**src/rtl/pht_predictor.sv**
```systemverilog
// pht_predictor
//   Second level of a two-level local branch predictor. A pattern history
//   table (PHT) of 2-bit saturating counters is indexed by
//   {low PC bits, per-branch history}. It produces a registered prediction.
//   Resolved branches train the PHT through a two-stage update pipeline.
//   Stage 0 drives the history-array write port and captures the
//   pre-shift-history index. Stage 1 does the PHT read-modify-write.
//   After reset an INIT sweep writes every entry to weak not-taken.
//
// Ports
//   clk, rst            clock (rising edge), asynchronous active-high reset
//   pred_valid          prediction request this cycle
//   pred_index          PC index of the branch to predict
//   hist_read_index     history array read index (= pred_index)
//   hist_read           history returned by the array (combinational)
//   pred_out_valid      registered prediction valid
//   pred_taken          registered prediction
//   pred_out_hist       registered history used for the prediction
//   upd_valid           branch resolved this cycle
//   upd_index           PC index of the resolved branch
//   upd_taken           actual outcome
//   upd_pred            prediction issued for this branch
//   hist_write          history array write enable
//   hist_write_index    history array write index (= upd_index)
//   hist_write_in       bit shifted into the history (= upd_taken)
//   hist_write_hist     pre-shift history at hist_write_index
//   init_done           high once the PHT sweep has finished
//   upd_count           saturating count of accepted updates
//   mispredict_count    saturating count of accepted mispredicted updates
module pht_predictor #(
  parameter int width   = 4,
  parameter int length  = 8,
  parameter int pc_bits = 2
) (
  input  logic              clk,
  input  logic              rst,
  input  logic              pred_valid,
  input  logic [length-1:0] pred_index,
  output logic [length-1:0] hist_read_index,
  input  logic [width-1:0]  hist_read,
  output logic              pred_out_valid,
  output logic              pred_taken,
  output logic [width-1:0]  pred_out_hist,
  input  logic              upd_valid,
  input  logic [length-1:0] upd_index,
  input  logic              upd_taken,
  input  logic              upd_pred,
  output logic              hist_write,
  output logic [length-1:0] hist_write_index,
  output logic              hist_write_in,
  input  logic [width-1:0]  hist_write_hist,
  output logic              init_done,
  output logic [15:0]       upd_count,
  output logic [15:0]       mispredict_count
);

  localparam int pht_w = pc_bits + width;
  localparam int depth = 1 << pht_w;

  typedef enum logic {INIT, RUN} state_t;

  state_t           state, state_nxt;
  logic [pht_w-1:0] init_ptr;
  logic [1:0]       pht [depth];

  function automatic logic [1:0] ctr_next(input logic [1:0] c, input logic taken);
    if (taken) return (c == 2'b11) ? c : c + 2'd1;
    else       return (c == 2'b00) ? c : c - 2'd1;
  endfunction

  function automatic logic [15:0] sat_inc16(input logic [15:0] v);
    return (v == 16'hFFFF) ? v : v + 16'd1;
  endfunction

  // Control FSM: INIT sweeps the whole table once, then RUN forever.
  always_comb begin
    state_nxt = state;
    case (state)
      INIT:    if (init_ptr == '1) state_nxt = RUN;
      RUN:     state_nxt = RUN;
      default: state_nxt = INIT;
    endcase
  end

  always_ff @(posedge clk or posedge rst) begin
    if (rst) begin
      state    <= INIT;
      init_ptr <= '0;
    end else begin
      state <= state_nxt;
      if (state == INIT) init_ptr <= init_ptr + 1'b1;
    end
  end

  assign init_done = (state == RUN);

  // ---- stage 0: update capture, history write port, prediction lookup ----
  logic             upd_vld_p0;
  logic [pht_w-1:0] uidx_p0;
  logic [pht_w-1:0] pidx_p0;
  logic [1:0]       pctr_p0;

  logic             upd_vld_p1;
  logic [pht_w-1:0] uidx_p1;
  logic             utaken_p1;
  logic [1:0]       ctr_new_p1;

  assign upd_vld_p0       = upd_valid && (state == RUN);
  assign hist_write       = upd_vld_p0;
  assign hist_write_index = upd_index;
  assign hist_write_in    = upd_taken;
  assign hist_read_index  = pred_index;

  // Pre-shift history forms the training index, so it names the same
  // entry the prediction for this branch was read from.
  assign uidx_p0 = {upd_index[pc_bits-1:0], hist_write_hist};
  assign pidx_p0 = {pred_index[pc_bits-1:0], hist_read};

  // A stage-1 write to the entry being predicted has not landed yet;
  // forward its new value so the prediction is never one update stale.
  assign pctr_p0 = (upd_vld_p1 && (uidx_p1 == pidx_p0)) ? ctr_new_p1 : pht[pidx_p0];

  always_ff @(posedge clk or posedge rst) begin
    if (rst) begin
      pred_out_valid   <= 1'b0;
      pred_taken       <= 1'b0;
      pred_out_hist    <= '0;
      upd_vld_p1       <= 1'b0;
      upd_count        <= '0;
      mispredict_count <= '0;
    end else begin
      pred_out_valid <= pred_valid;
      pred_taken     <= (state == RUN) && pctr_p0[1];
      pred_out_hist  <= hist_read;
      upd_vld_p1     <= upd_vld_p0;
      if (upd_vld_p0) begin
        upd_count <= sat_inc16(upd_count);
        if (upd_pred != upd_taken) mispredict_count <= sat_inc16(mispredict_count);
      end
    end
  end

  always_ff @(posedge clk) begin
    uidx_p1   <= uidx_p0;
    utaken_p1 <= upd_taken;
  end

  // ---- stage 1: PHT read-modify-write ----
  assign ctr_new_p1 = ctr_next(pht[uidx_p1], utaken_p1);

  // INIT and stage-1 writes never overlap: stage 1 only fills from RUN,
  // and reset clears it before INIT restarts.
  always_ff @(posedge clk) begin
    if (state == INIT)   pht[init_ptr] <= 2'b01;
    else if (upd_vld_p1) pht[uidx_p1]  <= ctr_new_p1;
  end

endmodule

```
**config.mk**
```make
export PLATFORM = sky130hd
export DESIGN_NAME = pht_predictor
export DESIGN_NICKNAME = d
export VERILOG_FILES = /design/src/rtl/pht_predictor.sv
export SDC_FILE = /design/constraint.sdc
export NUM_CORES = 1
export LEC_CHECK = 0
export ABC_CLOCK_PERIOD_IN_PS = 9250
export CORE_AREA = 4 4 119 121
export CTS_CLUSTER_SIZE = 12
export DETAILED_ROUTE_END_ITERATION = 8
export DIE_AREA = 0 0 123 125
export DONT_BUFFER_PORTS = 1
export HOLD_SLACK_MARGIN = 0.15
export PLACE_DENSITY = 0.86
export SLEW_MARGIN = 20
export SYNTH_ARGS = -nofsm -noshare
export SYNTH_HDL_FRONTEND = slang
export SYNTH_SLANG_ARGS = --single-unit
```
**constraint.sdc**
```tcl
create_clock -name clk -period 9.25 [get_ports clk]
set_input_delay 0.925 -clock clk [delete_from_list [all_inputs] [get_ports clk]]
set_output_delay 0.925 -clock clk [all_outputs]
set_load 0.02 [all_outputs]
```
==> impl_metrics.tcl, run 1 <==
set metrics [dict create \
    outcome "completed" \
    crit_end "pht[26][1]" \
    synth_nets 631 \
    hold_violations 0 \
    synth_top_cell_by_area "edfxtp_1" \
    mostFrequentLayoutCell "edfxtp_1" \
    fin_tns_setup_ns 0 \
    overflow 0 \
    end_kind "register" \
    portBuffers 0 \
    ys_warn_count 0 \
    regToRegSetupSlack_ns 5.62 \
    critPathMaxFanout 38 \
    clk_latency_ns 0.44 \
    diodes 0 \
    syn_area_sq_um 8340 \
    rsz0062_at_grt "no" \
    cts.clk_slew.worst_paths_ns 0.07 \
    synth_top_area_share_pct 46.1 \
    maxSlewHeadroom_pct 28.7 \
    p_per_area_nw_per_um2 180 \
    syn_inst 598 \
    worstHoldPathType "in2reg" \
    drive_gt1_share_pct 15.6 \
    first_iter_violations 690 \
    yosys.cell_types.count 53 \
    r2r-start "uidx_p1[1]" \
    dp_cells 733 \
    cts_buffer_depth 2 \
    antenna_found_initial 0 \
    syn-mean-instance-area_sq_um 13.9 \
    path_class "reg2reg" \
    yosysSeqAreaShare_pct 61.6 \
    grt_use_total_pct 25.5 \
    grt_max_degree 47 \
    dieWidth_um 123 \
    layout.nets 610 \
    num_rows 42 \
    synthTopCellsByArea "edfxtp_1 46%, dfrtp_1 14%, mux4_2 12%, nor2_1 3.6%, xnor2_1 3.5%" \
    worst_r2r_endpoint "pht[26][1]" \
    async_flop_share_pct 25.4 \
    synth_edf_count 128 \
    vdd_drop_max_mv 0.134 \
    finalMaxSlewViolations 0 \
    ctsHoldBuffers 0 \
    worst_pin_slew_ns 1.07 \
    dp_hpwl_um 12300 \
    ios 87 \
    cp.required_ns 9.40 \
    postCtsResizedCells 0 \
    htree_levels 4 \
    fp.dieH_um 125 \
    finalSetupViolations 0 \
    cts_inserted_buffers 17 \
    ant_nets 0 \
    cp-startpoint "uidx_p1[1]" \
    p_leak_nw 2.78 \
    synth-seq-cells 181 \
    fin_skew_ns 0.00862 \
    stdcell_count 766 \
    wire_per_inst_um 24.4 \
    start_kind "register" \
    cts_sinks 181 \
    post-route-period-util_pct 39.3 \
    area_growth_pct 6.75 \
    fin_ws_ns 5.62 \
    max_cap_viol_count 0 \
    grt_first_pass_wirelength_um 28900 \
    final_cell_mix "128 x edfxtp_1, 80 x nor2_1, 50 x nand2_1, 46 x dfrtp_1, 43 x mux4_2" \
    initial_core_util_pct 63.7 \
    globalplace.congestion 0.938 \
    post-route-drc-count 0 \
    synth_ff_type "edfxtp_1" \
    cp_data_arrival_time_ns 3.78 \
    dr.pass1.iters 5 \
    cts_tree "built" \
    fmax_mhz 275 \
    worstHoldPathCells 0 \
    post-cts-setup-buffers 0 \
    pre_cts_ws_ns 5.24 \
    via_count 5098 \
    core_area_sq_um 13100 \
    clock-root-buffer "clkbuf_16" \
    fin_crit_ns 3.63 \
    grt_pass1_vias 5105 \
    r2r_cells 8 \
    die-area_sq_um 15400 \
    drt_wl_total_um 18700 \
    drt-vias-per-instance 6.66 \
]
[state kept, by name, summed over array words and instances, names as in the netlist]
register          cells
upd_count            16
init_ptr              6
pred_taken            1
upd_vld_p1            1
mispredict_count     16
utaken_p1             1
uidx_p1               6
pht                 128
pred_out_valid        1
pred_out_hist         4
init_done             1
[critical path, stage by stage (launching register included)]
cell      delay (ns)
dfxtp_2         1.04
mux4_2          0.59
and2_1          0.17
o21ai_0         0.15
o311a_1         0.20
o211ai_2        0.10
maj3_2          0.33
and2_2          0.41
buf_4           0.33
[per-stage QoR]
step                hold WS, ns  total power, mW  area [sq um]  util [%]
finish                    0.508             1.60          8900      68.0
global route              0.492             1.65          8900      68.0
CTS                       0.497             1.60          8890      67.9
detailed placement        0.573            0.927          8320      63.6
global placement          0.552            0.925          8320      63.6
floorplan                 0.500            0.934          8340         -
[layout make-up]
type / count / area [sq um]
timing repair buffer: 5 / 41.3
sequential: 181 / 5140
clock buffer: 23 / 500
tap: 176 / 220
inverter: 8 / 30.0
multi-input combinational: 364 / 2910
fill: 875 / 4180
clock inverter: 9 / 66.3
[how the worst min path moves through the flow]
stage | start | endpoint | slack (ns)
after detailed placement | init_ptr[1] | init_ptr[1] | 0.57
after global routing | hist_read[0] | pred_out_hist[0] | 0.49
after global placement | init_ptr[5] | init_ptr[5] | 0.55
after CTS | hist_write_hist[2] | uidx_p1[2] | 0.50
after floorplan | init_ptr[4] | init_ptr[4] | 0.50
final | hist_write_hist[2] | uidx_p1[2] | 0.51
[logic make-up (layout without fill, tap and decap cells)]
group / count (synthesis) / in the layout / share of synthesized area [%]
adders and majority gates: 4 / 4 / 0.585
DFF: 181 / 181 / 61.6
and+or+nand+nor: 214 / 214 / 12.2
xor gates and xnor gates: 42 / 42 / 4.41
buffers and inverters: 53 / 45 / 3.65
muxes: 57 / 57 / 13.7
AOI/OAI and AO/OA: 47 / 47 / 3.84
[where the power goes]
group / internal, mW / switching [mW] / total (mW) / leakage, nW
combinational: 0.0187 / 0.0204 / 0.0391 / 0.928
sequential: 0.862 / 0.00945 / 0.871 / 1.56
clock: 0.385 / 0.303 / 0.688 / 0.283
total: 1.27 / 0.333 / 1.60 / 2.78
[routing by layer]
metal  up-vias  part of all wire, %  routed length (um)  GRT usage, %
met5         -                    0                   0             0
met4         0                  2.5                 475          8.34
met3        41                   11                2010          8.22
met2       351                   50                9450          40.8
met1      2525                   36                6780          33.2
li1       2181                    -                   -             -
[cell usage after synthesis, types with 8 or more instances]
| cell | number |
|---|---|
| buf_4 | 19 |
| nand2_1 | 50 |
| o21ai_0 | 9 |
| and2_1 | 8 |
| mux4_2 | 43 |
| dfrtp_1 | 46 |
| buf_2 | 8 |
| clkbuf_1 | 12 |
| nand3_1 | 21 |
| nor2_1 | 80 |
| nand4_1 | 13 |
| inv_1 | 8 |
| mux2i_1 | 9 |
| xnor2_1 | 33 |
| xor2_1 | 9 |
| edfxtp_1 | 128 |
No activity file was read; power rests on OpenSTA's default activity.
==> run 2: changes to the inputs <==
ABC_CLOCK_PERIOD_IN_PS = 3200   (was 9250)
CORE_AREA = 4 4 126 128   (was 4 4 119 121)
DIE_AREA = 0 0 130 132   (was 0 0 123 125)
PLACE_DENSITY = 0.81   (was 0.86)
clock period = 3.2 ns   (was 9.25 ns; I/O delays follow)
==> run 2 against run 1 <==
Final cell count increased by 4.8%; power grew to 3.0 times the previous value; first-iteration DRC count shrank 6.7%; clock skew grew 0.013 ns; sequential cell count is the same; via count grew 2.0%; die area rose by 12%; maximum frequency increased by 21%; global-route usage is 2.3 points lower; count of clock-buffer cells in the layout decreased by 6; combinational power increased to 3.5 times the previous value; critical path type unchanged; highest routed layer unchanged.
==> impl_metrics.tcl, run 2 (synthesized netlist as in run 1, its figures left out) <==
set metrics [dict create \
    outcome "completed" \
    htree_levels 4 \
    post-route-period-util_pct 94.1 \
    max_cap_viol_count 0 \
    clk_latency_ns 0.44 \
    portBuffers 0 \
    post-route-drc-count 0 \
    p_int_mw 3.73 \
    finalSetupViolations 0 \
    drive_gt1_share_pct 16.7 \
    cts_buffer_depth 2 \
    crit_slowest_cell "dfxtp_2" \
    place_area_sq_um 8430 \
    reg_top3 "pht: 128 flops, mispredict_count: 16 flops, upd_count: 16 flops" \
    cp.required_ns 3.34 \
    overflow 0 \
    worstHoldPathType "in2reg" \
    grt_use_total_pct 23.1 \
    hold_violations 0 \
    path_class "reg2reg" \
    first_iter_violations 644 \
    end_kind "register" \
    wire_per_inst_um 23.3 \
    finalMaxSlewViolations 0 \
    comb_power_share_pct 2.8 \
    initial_core_util_pct 56.1 \
    cts_tree "built" \
    fmax_mhz 332 \
    start_kind "register" \
    cts_inserted_buffers 17 \
    clock-root-buffer "clkbuf_16" \
    dieWidth_um 130 \
    fin_skew_ns 0.0215 \
    dr.pass1.iters 5 \
    worst_pin_slew_ns 0.851 \
    cts_sinks 181 \
    dp_hpwl_um 12500 \
    layout.nets 635 \
    final_cell_mix "128 x edfxtp_1, 80 x nor2_1, 50 x nand2_1, 46 x dfrtp_1, 43 x mux4_2" \
    vdd_drop_max_mv 0.387 \
    stdcell_count 803 \
    ios 87 \
    hold-worst-slack_ns 0.208 \
    largest_register_ffs 128 \
    p_seq_share_pct 52.9 \
    crit_chain "buf_4, mux4_2, a22oi_1, a31oi_1, a21oi_1, mux2i_1, maj3_2, and2_1, buf_4" \
    cp_common_cell "buf_4" \
    cts.clk_slew.worst_paths_ns 0.07 \
    dp_cells 756 \
    p_per_area_nw_per_um2 518 \
    globalplace.congestion 0.966 \
    max_stage_delay_ns 0.60 \
    num_rows 45 \
    fin_crit_ns 3.01 \
    fin_ws_ns 0.190 \
    grt_pass1_vias 5301 \
    clockPowerShare_pct 44.3 \
    core_area_sq_um 14900 \
    cp_data_arrival_time_ns 3.15 \
    maxSlewHeadroom_pct 43.3 \
    ant_nets 0 \
    antenna_found_initial 0 \
    via_count 5199 \
    fp.dieH_um 132 \
    pre_cts_ws_ns 0.207 \
    grt_max_degree 48 \
    critPathMaxFanout 32 \
    finalInstanceArea_sq_um 9180 \
    drt_wl_total_um 18700 \
    p_leak_nw 2.90 \
    area_growth_pct 10.1 \
    diodes 0 \
    grt_first_pass_wirelength_um 29900 \
    power_mw 4.76 \
    mostFrequentLayoutCell "edfxtp_1" \
    die-area_sq_um 17200 \
    p_switching_mw 1.02 \
    rsz0062_at_grt "no" \
    sw_frac_of_total_pct 21.5 \
    top_register "pht" \
    drt-vias-per-instance 6.47 \
]
-- run 2: cell count changes in the layout (fill, tap and decap cells not counted), sizes merged --
cell	before	now
bufinv	0	2
buf	5	15
clkinv	5	7
clkinvlp	0	1
clkbuf	23	17
dlygate4sd3	0	15
inv	12	13
-- run 2: path summary, 6_finish.rpt --
kind | from | end | slack, ns | cells after the start
setup / recovery | uidx_p1[1] | pht[55][1] | 0.19 | 9
hold / removal | pred_index[0] | pred_taken | 0.21 | 3
setup reg to reg | uidx_p1[1] | pht[55][1] | 0.19 | 9
max in group asynchronous | rst | pred_out_hist[2] | 2.21 | 2
hold reg to reg | init_ptr[4] | init_ptr[4] | 0.56 | 1
min in group asynchronous | rst | mispredict_count[1] | 0.47 | 2
-- run 2: final cells by class --
class	instances	area [sq um]
fillers	1075	5680
flip-flops and latches	181	5140
multi-input cells	364	2910
clock buffers	17	425
repair buffers	30	275
well taps	188	235
clock inverters	15	171
inverters	8	31.3
-- run 2: per-layer routing --
metal,vias to the layer above,part of all wire [%],global-route usage [%]
li1,2235,-,-
met1,2583,38,30.6
met2,322,51,36.3
met3,59,7.9,5.27
met4,0,3.6,11.1
met5,-,0,0
-- run 2: per-stage QoR --
| step | utilization, % | TNS, ns |
|---|---|---|
| floorplan | - | -0.349 |
| global placement | 56.7 | 0 |
| detailed placement | 56.7 | 0 |
| CTS | 61.8 | 0 |
| global route | 61.8 | 0 |
| finish | 61.8 | 0 |
-- run 2: power by group through the flow --
stage	registers (mW)	logic [mW]	clock network, mW
after floorplan	2.55	0.154	0
after global placement	2.57	0.115	0
after detailed placement	2.57	0.119	0
after CTS	2.52	0.134	2.13
after global routing	2.52	0.146	2.23
final	2.52	0.135	2.11
-- run 2: worst max-delay path, delay by kind of cell, from the launching register on --
| kind | cells | cell delay (ns) |
|---|---|---|
| fa+ha+maj | 1 | 0.34 |
| buf+inv | 2 | 0.54 |
| mux | 2 | 0.52 |
| flops | 1 | 0.60 |
| compound gates | 3 | 0.53 |
| simple gates | 1 | 0.17 |
-- run 2: what timing repair did --
action / in CTS / in global routing
endpoints found under the setup margin: 0 / 128
buffers inserted: 0 / 0
hold buffers: 15 / 0
hold endpoints to repair: 59 / 0
resized for setup: 0 / 1
==> run 3: changes to the inputs <==
ABC_CLOCK_PERIOD_IN_PS = 3750   (was 3200)
CORE_AREA = 4 4 119 121   (was 4 4 126 128)
DIE_AREA = 0 0 123 125   (was 0 0 130 132)
PLACE_DENSITY = 0.86   (was 0.81)
clock period = 3.75 ns   (was 3.2 ns; I/O delays follow)
==> run 3 against run 2 <==
Global-route usage grew 3.2 points; power shrank 16%; die area shrank 10%; sequential power shrank 15%; worst hold slack gained 0.036 ns; worst setup slack gained 0.44 ns.
==> impl_metrics.tcl, run 3 (synthesized netlist as in run 1, its figures left out) <==
set metrics [dict create \
    dp_cells 737 \
    first_iter_violations 724 \
    post-route-period-util_pct 83.2 \
    post-route-drc-count 0 \
    reg_top3 "pht: 128 flops, mispredict_count: 16 flops, upd_count: 16 flops" \
    fin_crit_ns 3.12 \
    cts.clk_slew.worst_paths_ns 0.06 \
    antenna_found_initial 0 \
    die-area_sq_um 15400 \
    cp_data_arrival_time_ns 3.36 \
    r2r_cells 9 \
    stdcell_count 782 \
    dr.pass1.iters 5 \
    dieWidth_um 123 \
    worstHoldPathType "in2reg" \
    num_rows 42 \
    layout.nets 626 \
    rsz0062_at_grt "no" \
    hold_violations 0 \
    sw_frac_of_total_pct 20.7 \
    multiInputGateArea_sq_um 2910 \
    wire_per_inst_um 24.2 \
    fmax_mhz 321 \
    finalMaxSlewViolations 0 \
    r2r-start "uidx_p1[1]" \
    start_kind "register" \
    p_int_mw 3.15 \
    mostFrequentLayoutCell "edfxtp_1" \
    grt_max_degree 57 \
    worst_pin_slew_ns 0.814 \
    overflow 0 \
    worst_hold_path.endpoint "pred_taken" \
    worstHoldPathCells 2 \
    post-cts-setup-buffers 0 \
    top_register "pht" \
    area_growth_pct 8.93 \
    p_per_area_nw_per_um2 438 \
    clk_latency_ns 0.44 \
    regToRegSetupSlack_ns 0.63 \
    grt_use_total_pct 26.4 \
    cts_tree "built" \
    vdd_drop_max_mv 0.352 \
    fin_tns_setup_ns 0 \
    path_class "reg2reg" \
    end_kind "register" \
    globalplace.congestion 0.909 \
    p_switching_mw 0.823 \
    postCtsResizedCells 0 \
    grt_pass1_vias 5226 \
    ant_nets 0 \
    p_seq_share_pct 54.0 \
    fillerInstances 850 \
    ctsHoldBuffers 13 \
    initial_core_util_pct 63.7 \
    ios 87 \
    drt_wl_total_um 18900 \
    fin_skew_ns 0.0172 \
    max_cap_viol_count 0 \
    fin_util_pct 69.4 \
    fin_ws_ns 0.630 \
    diodes 0 \
    clockPowerShare_pct 43.1 \
    portBuffers 0 \
    clock-root-buffer "clkbuf_16" \
    pre_cts_ws_ns 0.788 \
    finalSetupViolations 0 \
    seq_area_sq_um 5140 \
    cp.required_ns 3.99 \
    grt_first_pass_wirelength_um 30000 \
    largest_register_ffs 128 \
    final_cell_mix "128 x edfxtp_1, 80 x nor2_1, 50 x nand2_1, 46 x dfrtp_1, 43 x mux4_2" \
    outcome "completed" \
    critPathMaxFanout 56 \
    htree_levels 4 \
    maxSlewHeadroom_pct 45.6 \
    cts_inserted_buffers 17 \
    worst_r2r_endpoint "pht[61][0]" \
    dp_hpwl_um 12600 \
    cts_sinks 181 \
    via_count 5210 \
    fp.dieH_um 125 \
    comb_power_share_pct 2.8 \
    drive_gt1_share_pct 15.7 \
    min-delay-start "pred_index[1]" \
    cts_buffer_depth 2 \
    p_leak_nw 2.86 \
    drt-vias-per-instance 6.66 \
    core_area_sq_um 13100 \
]
## run 3: area by class of cell
type | instances | share of cell area, %
repair buffers | 21 | 2.37
clock buffers | 24 | 5.63
clock inverters | 8 | 0.689
well taps | 176 | 2.42
multi-input cells | 364 | 32.0
flip-flops and latches | 181 | 56.6
inverters | 8 | 0.344
## run 3: worst max path at each step
stage	from	end	slack [ns]	cells after the start
floorplan	uidx_p1[0]	pht[0][0]	0.52	9
global route	uidx_p1[1]	pht[27][0]	0.36	9
global placement	uidx_p1[1]	pht[60][0]	0.91	9
detailed placement	uidx_p1[1]	pht[27][0]	0.79	9
CTS	uidx_p1[1]	pht[27][0]	0.68	9
finish	uidx_p1[1]	pht[61][0]	0.63	9
## run 3: metal layers
layer,GRT usage [%],vias to the layer above,share of wire [%]
li1,-,2203,-
met5,0,-,0
met4,9.19,0,2.5
met2,41.0,318,50
met1,34.9,2647,38
met3,9.39,42,9.9
## run 3: worst max-delay path, stage by stage, from the launching register on
cell     delay, ns
dfxtp_2       0.63
buf_4         0.31
mux4_2        0.32
a22oi_1       0.23
a31oi_1       0.12
a21oi_1       0.14
mux2i_1       0.12
and2b_1       0.20
a22oi_2       0.51
buf_12        0.30
## run 3: per-stage QoR
step	total power [mW]	hold slack, ns	instance area, sq um
6_report	3.97	0.244	9080
5_1_grt	4.10	0.257	9080
4_1_cts	3.99	0.222	9080
3_5_place_dp	2.29	0.403	8380
3_3_place_gp	2.29	0.403	8380
2_1_floorplan	2.30	0.403	8340
## run 3: power groups by stage
stage	Clock [mW]	Combinational, mW	Sequential [mW]
final	1.71	0.113	2.15
after detailed placement	0	0.102	2.19
after global placement	0	0.0991	2.19
after CTS	1.73	0.113	2.15
after floorplan	0	0.131	2.17
after global routing	1.83	0.123	2.15
